### config.mk
export PLATFORM = sky130hd
export DESIGN_NAME = wb_master_queued
export DESIGN_NICKNAME = d
export VERILOG_FILES = /design/src/rtl/wb_pkg.sv /design/src/rtl/wb_req_fifo.sv /design/src/rtl/wb_master_queued.sv
export SDC_FILE = /design/constraint.sdc
export NUM_CORES = 1
export LEC_CHECK = 0
export BUFFER_PORTS_ARGS = -buffer_cell sky130_fd_sc_hd__buf_2
export CAP_MARGIN = 20
export CORE_MARGIN = 10
export CORE_UTILIZATION = 40
export CTS_CLUSTER_SIZE = 10
export DETAILED_ROUTE_END_ITERATION = 8
export PLACE_DENSITY = 0.58
export SLEW_MARGIN = 15
export SYNTH_ARGS = -nofsm -noshare
export SYNTH_HDL_FRONTEND = slang
export SYNTH_SLANG_ARGS = --single-unit
export TNS_END_PERCENT = 100
### constraint.sdc
create_clock -name i_CLK -period 4.1 [get_ports i_CLK]
set_input_delay 0.82 -clock i_CLK [delete_from_list [all_inputs] [get_ports i_CLK]]
set_output_delay 0.82 -clock i_CLK [all_outputs]
set_load 0.03 [all_outputs]
### src/rtl/wb_pkg.sv
// Shared types and default widths for the queued Wishbone master.
//   state_t         : bus FSM state (IDLE, BUS)
//   DEF_*           : default parameter values used by wb_master_queued
package wb_pkg;

    typedef enum logic {
        IDLE = 1'b0,
        BUS  = 1'b1
    } state_t;

    localparam int unsigned DEF_DATA_WIDTH = 32;
    localparam int unsigned DEF_ADDR_WIDTH = 32;
    localparam int unsigned DEF_DEPTH      = 4;
    localparam int unsigned DEF_TIMEOUT    = 255;

endpackage

### src/rtl/wb_req_fifo.sv
// Request queue for wb_master_queued: synchronous FIFO, DEPTH entries of WIDTH bits.
//   i_CLK, i_RSTN : clock, asynchronous active-low reset (empties the queue)
//   i_push, i_din : write request; ignored when full (even if a pop happens too)
//   i_pop         : read request; ignored when empty
//   o_dout        : head entry (valid while !o_empty)
//   o_full, o_empty : flags derived from registered pointers only
module wb_req_fifo #(
    parameter int unsigned WIDTH = 8,
    parameter int unsigned DEPTH = 4
) (
    input  logic             i_CLK,
    input  logic             i_RSTN,
    input  logic             i_push,
    input  logic [WIDTH-1:0] i_din,
    input  logic             i_pop,
    output logic [WIDTH-1:0] o_dout,
    output logic             o_full,
    output logic             o_empty
);

    localparam int unsigned AW = $clog2(DEPTH);

    logic [WIDTH-1:0] mem [DEPTH];
    // One extra wrap bit distinguishes full from empty when indices match.
    logic [AW:0]      wptr_q;
    logic [AW:0]      rptr_q;
    logic             push_ok;
    logic             pop_ok;

    assign o_empty = (wptr_q == rptr_q);
    assign o_full  = (wptr_q[AW] != rptr_q[AW]) && (wptr_q[AW-1:0] == rptr_q[AW-1:0]);
    assign push_ok = i_push && !o_full;
    assign pop_ok  = i_pop && !o_empty;
    assign o_dout  = mem[rptr_q[AW-1:0]];

    always_ff @(posedge i_CLK or negedge i_RSTN) begin
        if (!i_RSTN) begin
            wptr_q <= '0;
            rptr_q <= '0;
        end else begin
            if (push_ok) wptr_q <= wptr_q + 1'b1;
            if (pop_ok)  rptr_q <= rptr_q + 1'b1;
        end
    end

    always_ff @(posedge i_CLK) begin
        if (push_ok) mem[wptr_q[AW-1:0]] <= i_din;
    end

endmodule

### src/rtl/wb_master_queued.sv
// Queued Wishbone classic master. User requests are queued in order and
// issued one at a time as single classic cycles, with a termination timeout.
//   i_CLK, i_RSTN                 : clock, asynchronous active-low reset
//   o_CYC, o_STB, o_WE            : Wishbone cycle, strobe, write enable
//   o_ADDR, o_DATA, o_SEL         : bus address, write data, byte selects
//   i_DATA, i_ACK, i_ERR          : slave read data, normal / error termination
//   i_req, i_addr, i_wdata, i_we, i_sel : user request (accepted when i_req && o_rdy)
//   o_rdy                         : queue not full
//   o_rsp_vld, o_rdata, o_rsp_err : one-cycle response pulse, read data, error
//   o_busy                        : queue non-empty or bus cycle in progress
module wb_master_queued
    import wb_pkg::*;
#(
    parameter int unsigned DATA_WIDTH = DEF_DATA_WIDTH,
    parameter int unsigned ADDR_WIDTH = DEF_ADDR_WIDTH,
    parameter int unsigned DEPTH      = DEF_DEPTH,
    parameter int unsigned TIMEOUT    = DEF_TIMEOUT
) (
    input  logic                    i_CLK,
    input  logic                    i_RSTN,
    output logic                    o_CYC,
    output logic                    o_STB,
    output logic                    o_WE,
    output logic [ADDR_WIDTH-1:0]   o_ADDR,
    output logic [DATA_WIDTH-1:0]   o_DATA,
    output logic [DATA_WIDTH/8-1:0] o_SEL,
    input  logic [DATA_WIDTH-1:0]   i_DATA,
    input  logic                    i_ACK,
    input  logic                    i_ERR,
    input  logic                    i_req,
    input  logic [ADDR_WIDTH-1:0]   i_addr,
    input  logic [DATA_WIDTH-1:0]   i_wdata,
    input  logic                    i_we,
    input  logic [DATA_WIDTH/8-1:0] i_sel,
    output logic                    o_rdy,
    output logic                    o_rsp_vld,
    output logic [DATA_WIDTH-1:0]   o_rdata,
    output logic                    o_rsp_err,
    output logic                    o_busy
);

    localparam int unsigned SEL_WIDTH = DATA_WIDTH / 8;
    localparam int unsigned ENTRY_W   = 1 + SEL_WIDTH + ADDR_WIDTH + DATA_WIDTH;
    // Counter only needs to reach TIMEOUT-1.
    localparam int unsigned CNT_W     = (TIMEOUT > 1) ? $clog2(TIMEOUT) : 1;
    localparam logic [CNT_W-1:0] TO_LAST = CNT_W'((TIMEOUT > 0) ? (TIMEOUT - 1) : 0);

    state_t                 state_q;
    state_t                 state_d;

    logic [ENTRY_W-1:0]     fifo_din;
    logic [ENTRY_W-1:0]     fifo_dout;
    logic                   fifo_full;
    logic                   fifo_empty;
    logic                   pop_en;

    logic                   cyc_q;
    logic                   we_q;
    logic [ADDR_WIDTH-1:0]  addr_q;
    logic [DATA_WIDTH-1:0]  data_q;
    logic [SEL_WIDTH-1:0]   sel_q;
    logic [CNT_W-1:0]       cnt_q;

    logic                   rsp_vld_q;
    logic                   rsp_err_q;
    logic [DATA_WIDTH-1:0]  rdata_q;

    logic                   timed_out;
    logic                   term;
    logic                   term_err;
    logic                   rd_ok;

    assign fifo_din = {i_we, i_sel, i_addr, i_wdata};

    wb_req_fifo #(
        .WIDTH (ENTRY_W),
        .DEPTH (DEPTH)
    ) u_fifo (
        .i_CLK   (i_CLK),
        .i_RSTN  (i_RSTN),
        .i_push  (i_req),
        .i_din   (fifo_din),
        .i_pop   (pop_en),
        .o_dout  (fifo_dout),
        .o_full  (fifo_full),
        .o_empty (fifo_empty)
    );

    assign timed_out = (TIMEOUT != 0) && (cnt_q == TO_LAST);

    always_comb begin
        state_d  = state_q;
        pop_en   = 1'b0;
        term     = 1'b0;
        term_err = 1'b0;
        case (state_q)
            IDLE: begin
                if (!fifo_empty) begin
                    pop_en  = 1'b1;
                    state_d = BUS;
                end
            end
            BUS: begin
                if (i_ACK || i_ERR || timed_out) begin
                    term = 1'b1;
                    // Error wins over ACK; a timeout with no ACK is an error.
                    term_err = i_ERR || !i_ACK;
                    state_d  = IDLE;
                end
            end
            default: state_d = IDLE;
        endcase
    end

    assign rd_ok = term && !term_err && !we_q;

    always_ff @(posedge i_CLK or negedge i_RSTN) begin
        if (!i_RSTN) state_q <= IDLE;
        else         state_q <= state_d;
    end

    always_ff @(posedge i_CLK or negedge i_RSTN) begin
        if (!i_RSTN) begin
            cyc_q     <= 1'b0;
            we_q      <= 1'b0;
            addr_q    <= '0;
            data_q    <= '0;
            sel_q     <= '0;
            cnt_q     <= '0;
            rsp_vld_q <= 1'b0;
            rsp_err_q <= 1'b0;
            rdata_q   <= '0;
        end else begin
            rsp_vld_q <= term;
            if (term) begin
                rsp_err_q <= term_err;
                rdata_q   <= rd_ok ? i_DATA : '0;
            end
            if (pop_en) begin
                cyc_q  <= 1'b1;
                we_q   <= fifo_dout[ENTRY_W-1];
                sel_q  <= fifo_dout[DATA_WIDTH+ADDR_WIDTH +: SEL_WIDTH];
                addr_q <= fifo_dout[DATA_WIDTH +: ADDR_WIDTH];
                data_q <= fifo_dout[DATA_WIDTH-1:0];
                cnt_q  <= '0;
            end else if (term) begin
                cyc_q  <= 1'b0;
                we_q   <= 1'b0;
                sel_q  <= '0;
                addr_q <= '0;
                data_q <= '0;
            end else if (state_q == BUS) begin
                cnt_q <= cnt_q + 1'b1;
            end
        end
    end

    assign o_CYC     = cyc_q;
    assign o_STB     = cyc_q;
    assign o_WE      = we_q;
    assign o_ADDR    = addr_q;
    assign o_DATA    = data_q;
    assign o_SEL     = sel_q;
    assign o_rdy     = !fifo_full;
    assign o_rsp_vld = rsp_vld_q;
    assign o_rsp_err = rsp_err_q;
    assign o_rdata   = rdata_q;
    assign o_busy    = !fifo_empty || (state_q == BUS);

endmodule
==> impl_metrics.py, run 1 <==
metrics = {
    "drt": {
        "ant_nets": 0,
        "route.detailed.drc": 0,
        "finalWirelength_mm": 32.5,
        "viasPerCell": 5.25,
        "wire_per_inst_um": 23.1,
        "vias": 7376,
        "drt-pass1-iter-count": 4,
        "drt_iter0_drc": 488,
    },
    "yosys": {
        "synth_xor_area_share_pct": 0.590,
        "synth-adder-area-share_pct": 0.607,
        "synthMuxAreaShare_pct": 11.0,
        "yosys_warnings": 0,
        "ys_seq_area_share_pct": 78.1,
        "ys_seq_elements": 395,
        "synth_top_family_by_area": "multiplexers",
        "syn_area_um2": 14400,
        "synth.distinct_cells": 37,
        "syn_area_per_cell_um2": 21.4,
        "synth.area.top_cells": "edfxtp_1, dfrtp_1, mux4_2",
        "synthSimpleGateAreaFrac_pct": 1.21,
        "yosys.area.top_type": "edfxtp_1",
        "syn_nets": 787,
        "synth_compound_area_share_pct": 7.06,
        "netlist.area_leader.share_pct": 57.4,
        "postSynthCellCount": 674,
    },
    "power": {
        "p_per_area_nw_per_um2": 806,
        "pwr-share-seq_pct": 42.1,
        "clkPwrFrac_pct": 25.8,
        "sw_frac_of_total_pct": 33.3,
        "internal-power_mw": 9.36,
        "total_power_mw": 14.0,
        "peakVddDrop_mv": 0.532,
        "cellLeakagePower_nw": 6.78,
        "switching_power_mw": 4.68,
        "p_comb_share_pct": 32.1,
    },
    "timing": {
        "period_minus_slack_ns": 2.95,
        "tns_ns": 0,
        "finalSetupViolations": 0,
        "slew_violations": 0,
        "fmax_mhz": 339,
        "hold_ws_ns": 0.372,
        "max_slew.worst_pin.slew_ns": 1.10,
        "clock_skew_ns": 0.00912,
        "period_share_pct": 72.0,
        "hold_viol": 0,
        "rsz0062_at_grt": "false",
        "max_slew_margin_pct": 26.7,
    },
    "worst_setup_path": {
        "worstPathMaxFanout": 16,
        "cp-end-kind": "output port",
        "worstPathRequired_ns": 3.28,
        "path_class": "reg -> out",
        "cp.arrival_ns": 2.13,
        "start_kind": "flop",
    },
    "floorplan": {
        "die_w_um": 210,
        "row_count": 69,
        "dieArea_um2": 44100,
        "core-area_um2": 35600,
        "ios": 213,
        "die_y_um": 210,
        "initial_core_util_pct": 40.6,
    },
    "global_route": {
        "grt.total_usage_pct": 14.4,
        "antenna_found_initial": 4,
        "grt_pass1_wl_mm": 49.2,
        "grt-ovfl-total": 0,
        "grt_pass1_vias": 7876,
        "grt_max_degree": 84,
    },
    "placement": {
        "hpwl_mm": 19.6,
        "io_buffers": 212,
        "dpl.cell_count": 1322,
        "place_congestion": 0.702,
        "postPlaceCellArea_um2": 16100,
    },
    "clocking": {
        "clk_latency_ns": 0.53,
        "clk_path_buf_depth": 3,
        "htree_levels": 2,
        "clk_pin_slew_ns": 0.05,
        "cts-hold-fix-buffers": 0,
        "post_cts_buffers": 0,
        "cts-resized-gates": 0,
        "clock-root-buffer": "clkbuf_16",
        "cts_buffers": 46,
        "cts_sinks": 395,
        "cts_tree": "done",
    },
    "layout": {
        "area_growth_pct": 20.7,
        "drive_gt1_share_pct": 39.0,
        "nets": 1023,
        "fin_cells": 1406,
        "final_area_um2": 17400,
    },
    "run_status": {
        "status": "finished clean",
    },
    "hold_path": {
        "hold_class": "in -> async",
    },
    "job": {
        "maxCapViolCount": 0,
    },
}
==> flip-flops by register name (all words and copies together) (netlist names) <==
name,flops
cnt_q,8
u_fifo.rptr_q,3
u_fifo.mem,276
o_rsp_err,1
o_ADDR,32
o_WE,1
o_SEL,4
o_DATA,32
u_fifo.wptr_q,3
o_rsp_vld,1
state_q,1
o_CYC,1
o_rdata,32
==> Yosys cell counts <==
| master | number |
|---|---|
| a22o_1 | 101 |
| buf_6 | 2 |
| and3_1 | 5 |
| or4_4 | 1 |
| a21oi_1 | 4 |
| clkbuf_1 | 16 |
| nor2_1 | 3 |
| nand2b_1 | 1 |
| o21a_1 | 1 |
| nand2_1 | 5 |
| o22ai_1 | 1 |
| o21ai_0 | 5 |
| buf_2 | 19 |
| dfrtp_1 | 119 |
| a21oi_2 | 1 |
| or3_1 | 4 |
| nor4bb_1 | 1 |
| xor2_1 | 3 |
| xnor2_2 | 2 |
| xnor2_1 | 3 |
| mux2i_1 | 1 |
| mux4_2 | 69 |
| a21o_1 | 1 |
| or2_2 | 1 |
| o21ai_2 | 2 |
| inv_1 | 4 |
| buf_4 | 3 |
| mux2_2 | 2 |
| ha_1 | 7 |
| edfxtp_1 | 276 |
| nand3_1 | 4 |
| nand4_1 | 1 |
| nor3b_2 | 1 |
| a31oi_4 | 1 |
| nand3b_1 | 2 |
| o31ai_1 | 1 |
| o31ai_2 | 1 |
==> layer usage <==
layer / track usage (%) / share of wire, %
met1: 19.6 / 45
met5: 0 / 0.10
met4: 3.62 / 1.8
met2: 22.4 / 46
met3: 4.18 / 7.3
==> layout by cell type, fill, tap and decap left out, drive strengths merged, types with 2 or more instances in the layout <==
cell type / Yosys / routed
nand2: 5 / 5
buf: 24 / 228
or3: 4 / 4
nor2: 3 / 3
clkbuf: 16 / 77
inv: 4 / 5
a21oi: 5 / 5
nand3: 4 / 4
xnor2: 5 / 5
mux2: 2 / 2
clkinv: 0 / 4
mux4: 69 / 69
dfrtp: 119 / 119
ha: 7 / 7
a22o: 101 / 101
nand3b: 2 / 2
o21ai: 7 / 7
and3: 5 / 5
o31ai: 2 / 2
edfxtp: 276 / 276
xor2: 3 / 3
==> logic make-up (layout without fill, tap and decap cells) <==
kind of cell | count (synthesis) | in the layout
AO/OA/AOI/OAI | 119 | 119
XOR/XNOR | 8 | 8
adder cells (fa/ha/maj) | 7 | 7
buffers and inverters | 44 | 314
flip-flops | 395 | 395
multiplexers | 72 | 72
other | 0 | 1
AND/OR/NAND/NOR | 29 | 29
==> final timing paths <==
check                                              from                      endpoint  slack [ns]  cells past startpoint
setup / recovery           u_fifo.rptr_q[0]$_DFFE_PN0P_                        o_busy        1.15                      4
hold / removal                                   i_RSTN        o_ADDR[21]$_DFFE_PN0P_        0.37                      1
setup reg to reg           u_fifo.rptr_q[0]$_DFFE_PN0P_        o_ADDR[30]$_DFFE_PN0P_        1.32                      4
hold reg to reg            u_fifo.rptr_q[2]$_DFFE_PN0P_  u_fifo.rptr_q[2]$_DFFE_PN0P_        0.49                      1
max in group asynchronous                        i_RSTN       o_rdata[13]$_DFFE_PN0N_        2.88                      2
min in group i_CLK         u_fifo.rptr_q[2]$_DFFE_PN0P_  u_fifo.rptr_q[2]$_DFFE_PN0P_        0.49                      1
==> worst max-delay path: stages (launching register included) <==
cell	delay (ns)
dfrtp_4	0.62
xnor2_2	0.29
nand3_1	0.18
or2_2	0.31
buf_2	0.20
==> cell type report <==
| class | count | area (um2) |
|---|---|---|
| Multi-Input combinational cell | 235 | 3000 |
| Sequential cell | 395 | 11300 |
| Timing Repair Buffer | 228 | 1230 |
| Antenna cell | 1 | 2.50 |
| Inverter | 4 | 15.0 |
| Clock buffer | 77 | 1300 |
| Fill cell | 2954 | 18100 |
| Clock inverter | 5 | 27.5 |
| Tap cell | 461 | 577 |
==> stage by stage <==
stage,util [%],setup WS [ns]
after floorplan,-,0.808
after global placement,45.2,1.16
after detailed placement,45.2,1.12
after CTS,48.9,1.09
after global routing,49.0,1.04
final,49.0,1.15
==> power groups by stage <==
stage | combinational, mW | sequential (mW) | clock [mW]
3_5_place_dp | 4.61 | 5.99 | 0
4_1_cts | 4.61 | 5.93 | 3.72
5_1_grt | 4.87 | 6.02 | 3.90
2_1_floorplan | 2.54 | 6.59 | 0
6_report | 4.50 | 5.92 | 3.62
3_3_place_gp | 4.54 | 5.97 | 0
Power figures use the tool's default switching activity.
==> inputs of run 2 (changes only) <==
Clock period 4.1 ns to 3 ns, I/O delays scaled along.
==> run 2 against run 1 <==
  * Sequential cell count did not move
  * Clock power increased by 36%
  * Cell count increased by 0.28%
  * Via count is 0.19% higher
  * Critical path depth did not move
  * Setup slack got worse by 1.0 ns
  * Global-route usage grew 0.060 points
  * Hold slack lost 0.36 ns
  * Register-to-register slack worse by 0.58 ns
  * First-iteration DRC count rose by 9.8%
  * Critical path type unchanged
==> impl_metrics.py, run 2 (synthesis gave the netlist of run 1 again) <==
metrics = {
    "global_route": {
        "grt_pass1_vias": 8211,
        "grt_max_degree": 82,
        "grt.total_usage_pct": 14.5,
        "grt_pass1_wl_mm": 49.9,
        "antenna_found_initial": 4,
        "grt-ovfl-total": 0,
    },
    "clocking": {
        "cts_sinks": 395,
        "htree_levels": 2,
        "post_cts_buffers": 0,
        "cts_buffers": 46,
        "clk_path_buf_depth": 3,
        "cts-hold-fix-buffers": 0,
        "clk_latency_ns": 0.56,
        "clk_pin_slew_ns": 0.05,
        "cts_tree": "done",
        "clock-root-buffer": "clkbuf_16",
        "cts-resized-gates": 0,
    },
    "power": {
        "switching_power_mw": 6.38,
        "total_power_mw": 19.2,
        "internal-power_mw": 12.8,
        "p_comb_share_pct": 32.0,
        "sw_frac_of_total_pct": 33.2,
        "pwr-share-seq_pct": 42.2,
        "clkPwrFrac_pct": 25.8,
        "peakVddDrop_mv": 0.748,
        "cellLeakagePower_nw": 6.80,
        "p_per_area_nw_per_um2": 1100,
    },
    "floorplan": {
        "row_count": 69,
        "die_w_um": 210,
        "die_y_um": 210,
        "initial_core_util_pct": 40.6,
        "core-area_um2": 35600,
        "dieArea_um2": 44100,
        "ios": 213,
    },
    "run_status": {
        "status": "finished clean",
    },
    "placement": {
        "hpwl_mm": 18.9,
        "place_congestion": 0.712,
        "io_buffers": 212,
        "dpl.cell_count": 1325,
        "preCtsSetupSlack_ns": 0.699,
        "postPlaceCellArea_um2": 16100,
    },
    "layout": {
        "nets": 1025,
        "layout.cells.most_common_list": "edfxtp_1, buf_2, dfrtp_1, a22o_1, mux4_2",
        "largest_reg_flops": 276,
        "drive_gt1_share_pct": 38.8,
        "final_area_um2": 17500,
        "fin_cells": 1410,
        "final_common_cell": "edfxtp_1",
        "area_growth_pct": 21.0,
        "fin_util_pct": 49.1,
    },
    "timing": {
        "period_share_pct": 95.1,
        "clock_skew_ns": 0.0191,
        "finalSetupViolations": 0,
        "hold_viol": 0,
        "fmax_mhz": 351,
        "max_slew.worst_pin.slew_ns": 0.714,
        "rsz0062_at_grt": "false",
        "max_slew_margin_pct": 52.4,
        "worst_slack_ns": 0.148,
        "slew_violations": 0,
        "period_minus_slack_ns": 2.85,
        "tns_ns": 0,
        "hold_ws_ns": 0.00769,
    },
    "drt": {
        "drt-pass1-iter-count": 4,
        "vias": 7390,
        "drt_iter0_drc": 536,
        "route.detailed.drc": 0,
        "viasPerCell": 5.24,
        "finalWirelength_mm": 31.8,
        "ant_nets": 0,
        "wire_per_inst_um": 22.6,
    },
    "worst_setup_path": {
        "worstPathMaxFanout": 28,
        "critPathLaunch": "u_fifo.rptr_q[1]$_DFFE_PN0P_",
        "r2r_cells": 4,
        "cp.arrival_ns": 2.25,
        "r2r_end": "u_fifo.mem[2][41]$_DFFE_PP_",
        "reg2reg_from": "u_fifo.rptr_q[1]$_DFFE_PN0P_",
        "path_class": "reg -> out",
        "worstPathRequired_ns": 2.40,
        "ff2ff_setup_slack_ns": 0.74,
        "cp-end-kind": "output port",
        "start_kind": "flop",
    },
    "hold_path": {
        "hold_class": "in -> async",
    },
    "job": {
        "maxCapViolCount": 0,
    },
}
[run 2: how the worst max path moves through the flow]
stage | end | slack [ns] | cells past startpoint
after floorplan | u_fifo.mem[3][0]$_DFFE_PP_ | 0.48 | 3
after global placement | o_busy | 0.73 | 4
final | o_busy | 0.15 | 4
after global routing | o_busy | 0.04 | 4
after CTS | o_busy | 0.1 | 4
after detailed placement | o_busy | 0.70 | 4
[run 2: final cells by class]
cell class,instances,area [um2]
Antenna cell,3,7.51
Clock buffer,79,1300
Clock inverter,3,21.3
Fill cell,2982,18100
Inverter,4,15.0
Multi-Input combinational cell,235,2990
Sequential cell,395,11300
Tap cell,461,577
Timing Repair Buffer,230,1290
[run 2: per-layer routing]
layer / share of wire [%] / track usage (%) / vias to the layer above
met5: 0.085 / 0 / -
met4: 1.6 / 3.80 / 4
met3: 7.1 / 4.76 / 46
met2: 47 / 22.7 / 229
met1: 44 / 19.1 / 3843
li1: - / - / 3268
[run 2: power groups by stage]
stage	Combinational [mW]	Sequential (mW)	Clock [mW]
finish	6.14	8.09	4.94
global route	6.65	8.24	5.35
CTS	6.32	8.11	5.11
detailed placement	6.33	8.20	0
global placement	6.27	8.16	0
floorplan	3.48	8.97	0
[run 2: critical path: stages (launching register included)]
cell	delay, ns
dfrtp_4	0.66
xnor2_2	0.32
nand3_1	0.20
or2_2	0.32
buf_2	0.19
==> inputs of run 3 (changes only) <==
Clock period 3 ns to 3.5 ns, I/O delays scaled along.
==> run 3 against run 2 <==
  * Clock-buffer cell count is 3 lower
  * Clock power is 13% lower
  * Sequential share of layout area shrank 0.097 points
  * Total power decreased by 14%
  * Non-clock buffer count shrank 1
  * Combinational power shrank 13%
  * Clock skew up 0.0065 ns
  * Register-to-register slack better by 0.44 ns
  * Via count decreased by 0.43%
  * Sequential power shrank 15%
==> impl_metrics.py, run 3 (synthesis gave the netlist of run 1 again) <==
metrics = {
    "run_status": {
        "status": "finished clean",
    },
    "drt": {
        "route.detailed.drc": 0,
        "viasPerCell": 5.23,
        "drt_iter0_drc": 427,
        "vias": 7358,
        "ant_nets": 0,
        "wire_per_inst_um": 22.4,
        "drt-pass1-iter-count": 5,
        "finalWirelength_mm": 31.6,
    },
    "global_route": {
        "grt.total_usage_pct": 14.3,
        "grt_pass1_vias": 7917,
        "grt-ovfl-total": 0,
        "grt_max_degree": 72,
        "antenna_found_initial": 6,
        "grt_pass1_wl_mm": 48.9,
    },
    "timing": {
        "tns_ns": 0,
        "hold_viol": 0,
        "rsz0062_at_grt": "false",
        "clock_skew_ns": 0.0256,
        "period_share_pct": 77.9,
        "max_slew_margin_pct": 47.2,
        "max_slew.worst_pin.slew_ns": 0.789,
        "slew_violations": 0,
        "fmax_mhz": 367,
        "period_minus_slack_ns": 2.73,
        "finalSetupViolations": 0,
        "worst_slack_ns": 0.772,
    },
    "hold_path": {
        "hold_class": "in -> async",
    },
    "worst_setup_path": {
        "reg2reg_from": "u_fifo.rptr_q[2]$_DFFE_PN0P_",
        "cp.arrival_ns": 2.03,
        "path_class": "reg -> out",
        "ff2ff_setup_slack_ns": 1.18,
        "r2r_end": "u_fifo.mem[0][1]$_DFFE_PP_",
        "worstPathRequired_ns": 2.80,
        "cp-end-kind": "output port",
        "r2r_cells": 4,
        "worstPathMaxFanout": 3,
        "start_kind": "flop",
    },
    "floorplan": {
        "die_w_um": 210,
        "dieArea_um2": 44100,
        "core-area_um2": 35600,
        "row_count": 69,
        "ios": 213,
        "initial_core_util_pct": 40.6,
        "die_y_um": 210,
    },
    "layout": {
        "fin_util_pct": 49.2,
        "drive_gt1_share_pct": 39.0,
        "area_growth_pct": 21.2,
        "nets": 1024,
        "largest_reg_flops": 276,
        "final_area_um2": 17500,
        "final_common_cell": "edfxtp_1",
        "layout.cells.most_common_list": "edfxtp_1, buf_2, dfrtp_1, a22o_1, mux4_2",
    },
    "clocking": {
        "cts-resized-gates": 0,
        "clock-root-buffer": "clkbuf_16",
        "cts-hold-fix-buffers": 0,
        "cts_sinks": 395,
        "clk_path_buf_depth": 3,
        "post_cts_buffers": 0,
        "htree_levels": 2,
        "clk_pin_slew_ns": 0.06,
        "cts_buffers": 46,
        "cts_tree": "done",
        "clk_latency_ns": 0.57,
    },
    "job": {
        "maxCapViolCount": 0,
    },
    "placement": {
        "preCtsSetupSlack_ns": 1.14,
        "place_congestion": 0.711,
        "io_buffers": 212,
        "postPlaceCellArea_um2": 16100,
        "hpwl_mm": 19.1,
    },
    "power": {
        "p_per_area_nw_per_um2": 944,
        "peakVddDrop_mv": 0.742,
        "total_power_mw": 16.5,
        "cellLeakagePower_nw": 6.81,
    },
}
==> run 3: per-layer routing <==
metal	track usage [%]	wire [um]	share of wire, %
met3	4.21	2230	7.1
met2	21.5	14200	45
met1	19.4	14400	46
met4	5.16	662	2.1
met5	0	41	0.13
==> run 3: report_power, final <==
group          total, mW  internal, mW  switching (mW)
registers           6.86          6.37           0.492
clock network       4.30          2.54            1.76
logic               5.35          2.13            3.22
total               16.5          11.0            5.48
==> run 3: critical path, stage by stage (launching register included) <==
cell and delay, ns:
dfrtp_1 0.40, xnor2_1 0.35, nand3_1 0.21, or2_2 0.31, buf_2 0.19
==> run 3: cell type report <==
class | instances | area [um2]
diodes | 2 | 5.00
clock buffers | 76 | 1270
clock inverters | 5 | 67.6
fillers | 2941 | 18100
inverters | 4 | 15.0
multi-input cells | 235 | 2990
flip-flops and latches | 395 | 11300
well taps | 461 | 577
repair buffers | 229 | 1290
==> run 3: worst max-delay path by stage <==
| stage | start | to | slack [ns] | cells after the start |
|---|---|---|---|---|
| finish | u_fifo.rptr_q[2]$_DFFE_PN0P_ | o_busy | 0.77 | 4 |
| global route | u_fifo.rptr_q[2]$_DFFE_PN0P_ | o_busy | 0.69 | 4 |
| CTS | u_fifo.rptr_q[2]$_DFFE_PN0P_ | o_busy | 0.72 | 4 |
| detailed placement | u_fifo.rptr_q[2]$_DFFE_PN0P_ | u_fifo.mem[0][6]$_DFFE_PP_ | 1.14 | 4 |
| global placement | u_fifo.rptr_q[2]$_DFFE_PN0P_ | u_fifo.mem[0][45]$_DFFE_PP_ | 1.20 | 4 |
| floorplan | u_fifo.rptr_q[2]$_DFFE_PN0P_ | u_fifo.mem[3][0]$_DFFE_PP_ | 0.21 | 3 |
==> run 3: stage by stage <==
step	std cells	hold WS (ns)
after floorplan	674	0.404
after global placement	1323	0.474
after detailed placement	1323	0.480
after CTS	1404	0.156
after global routing	1405	0.193
final	1407	0.156
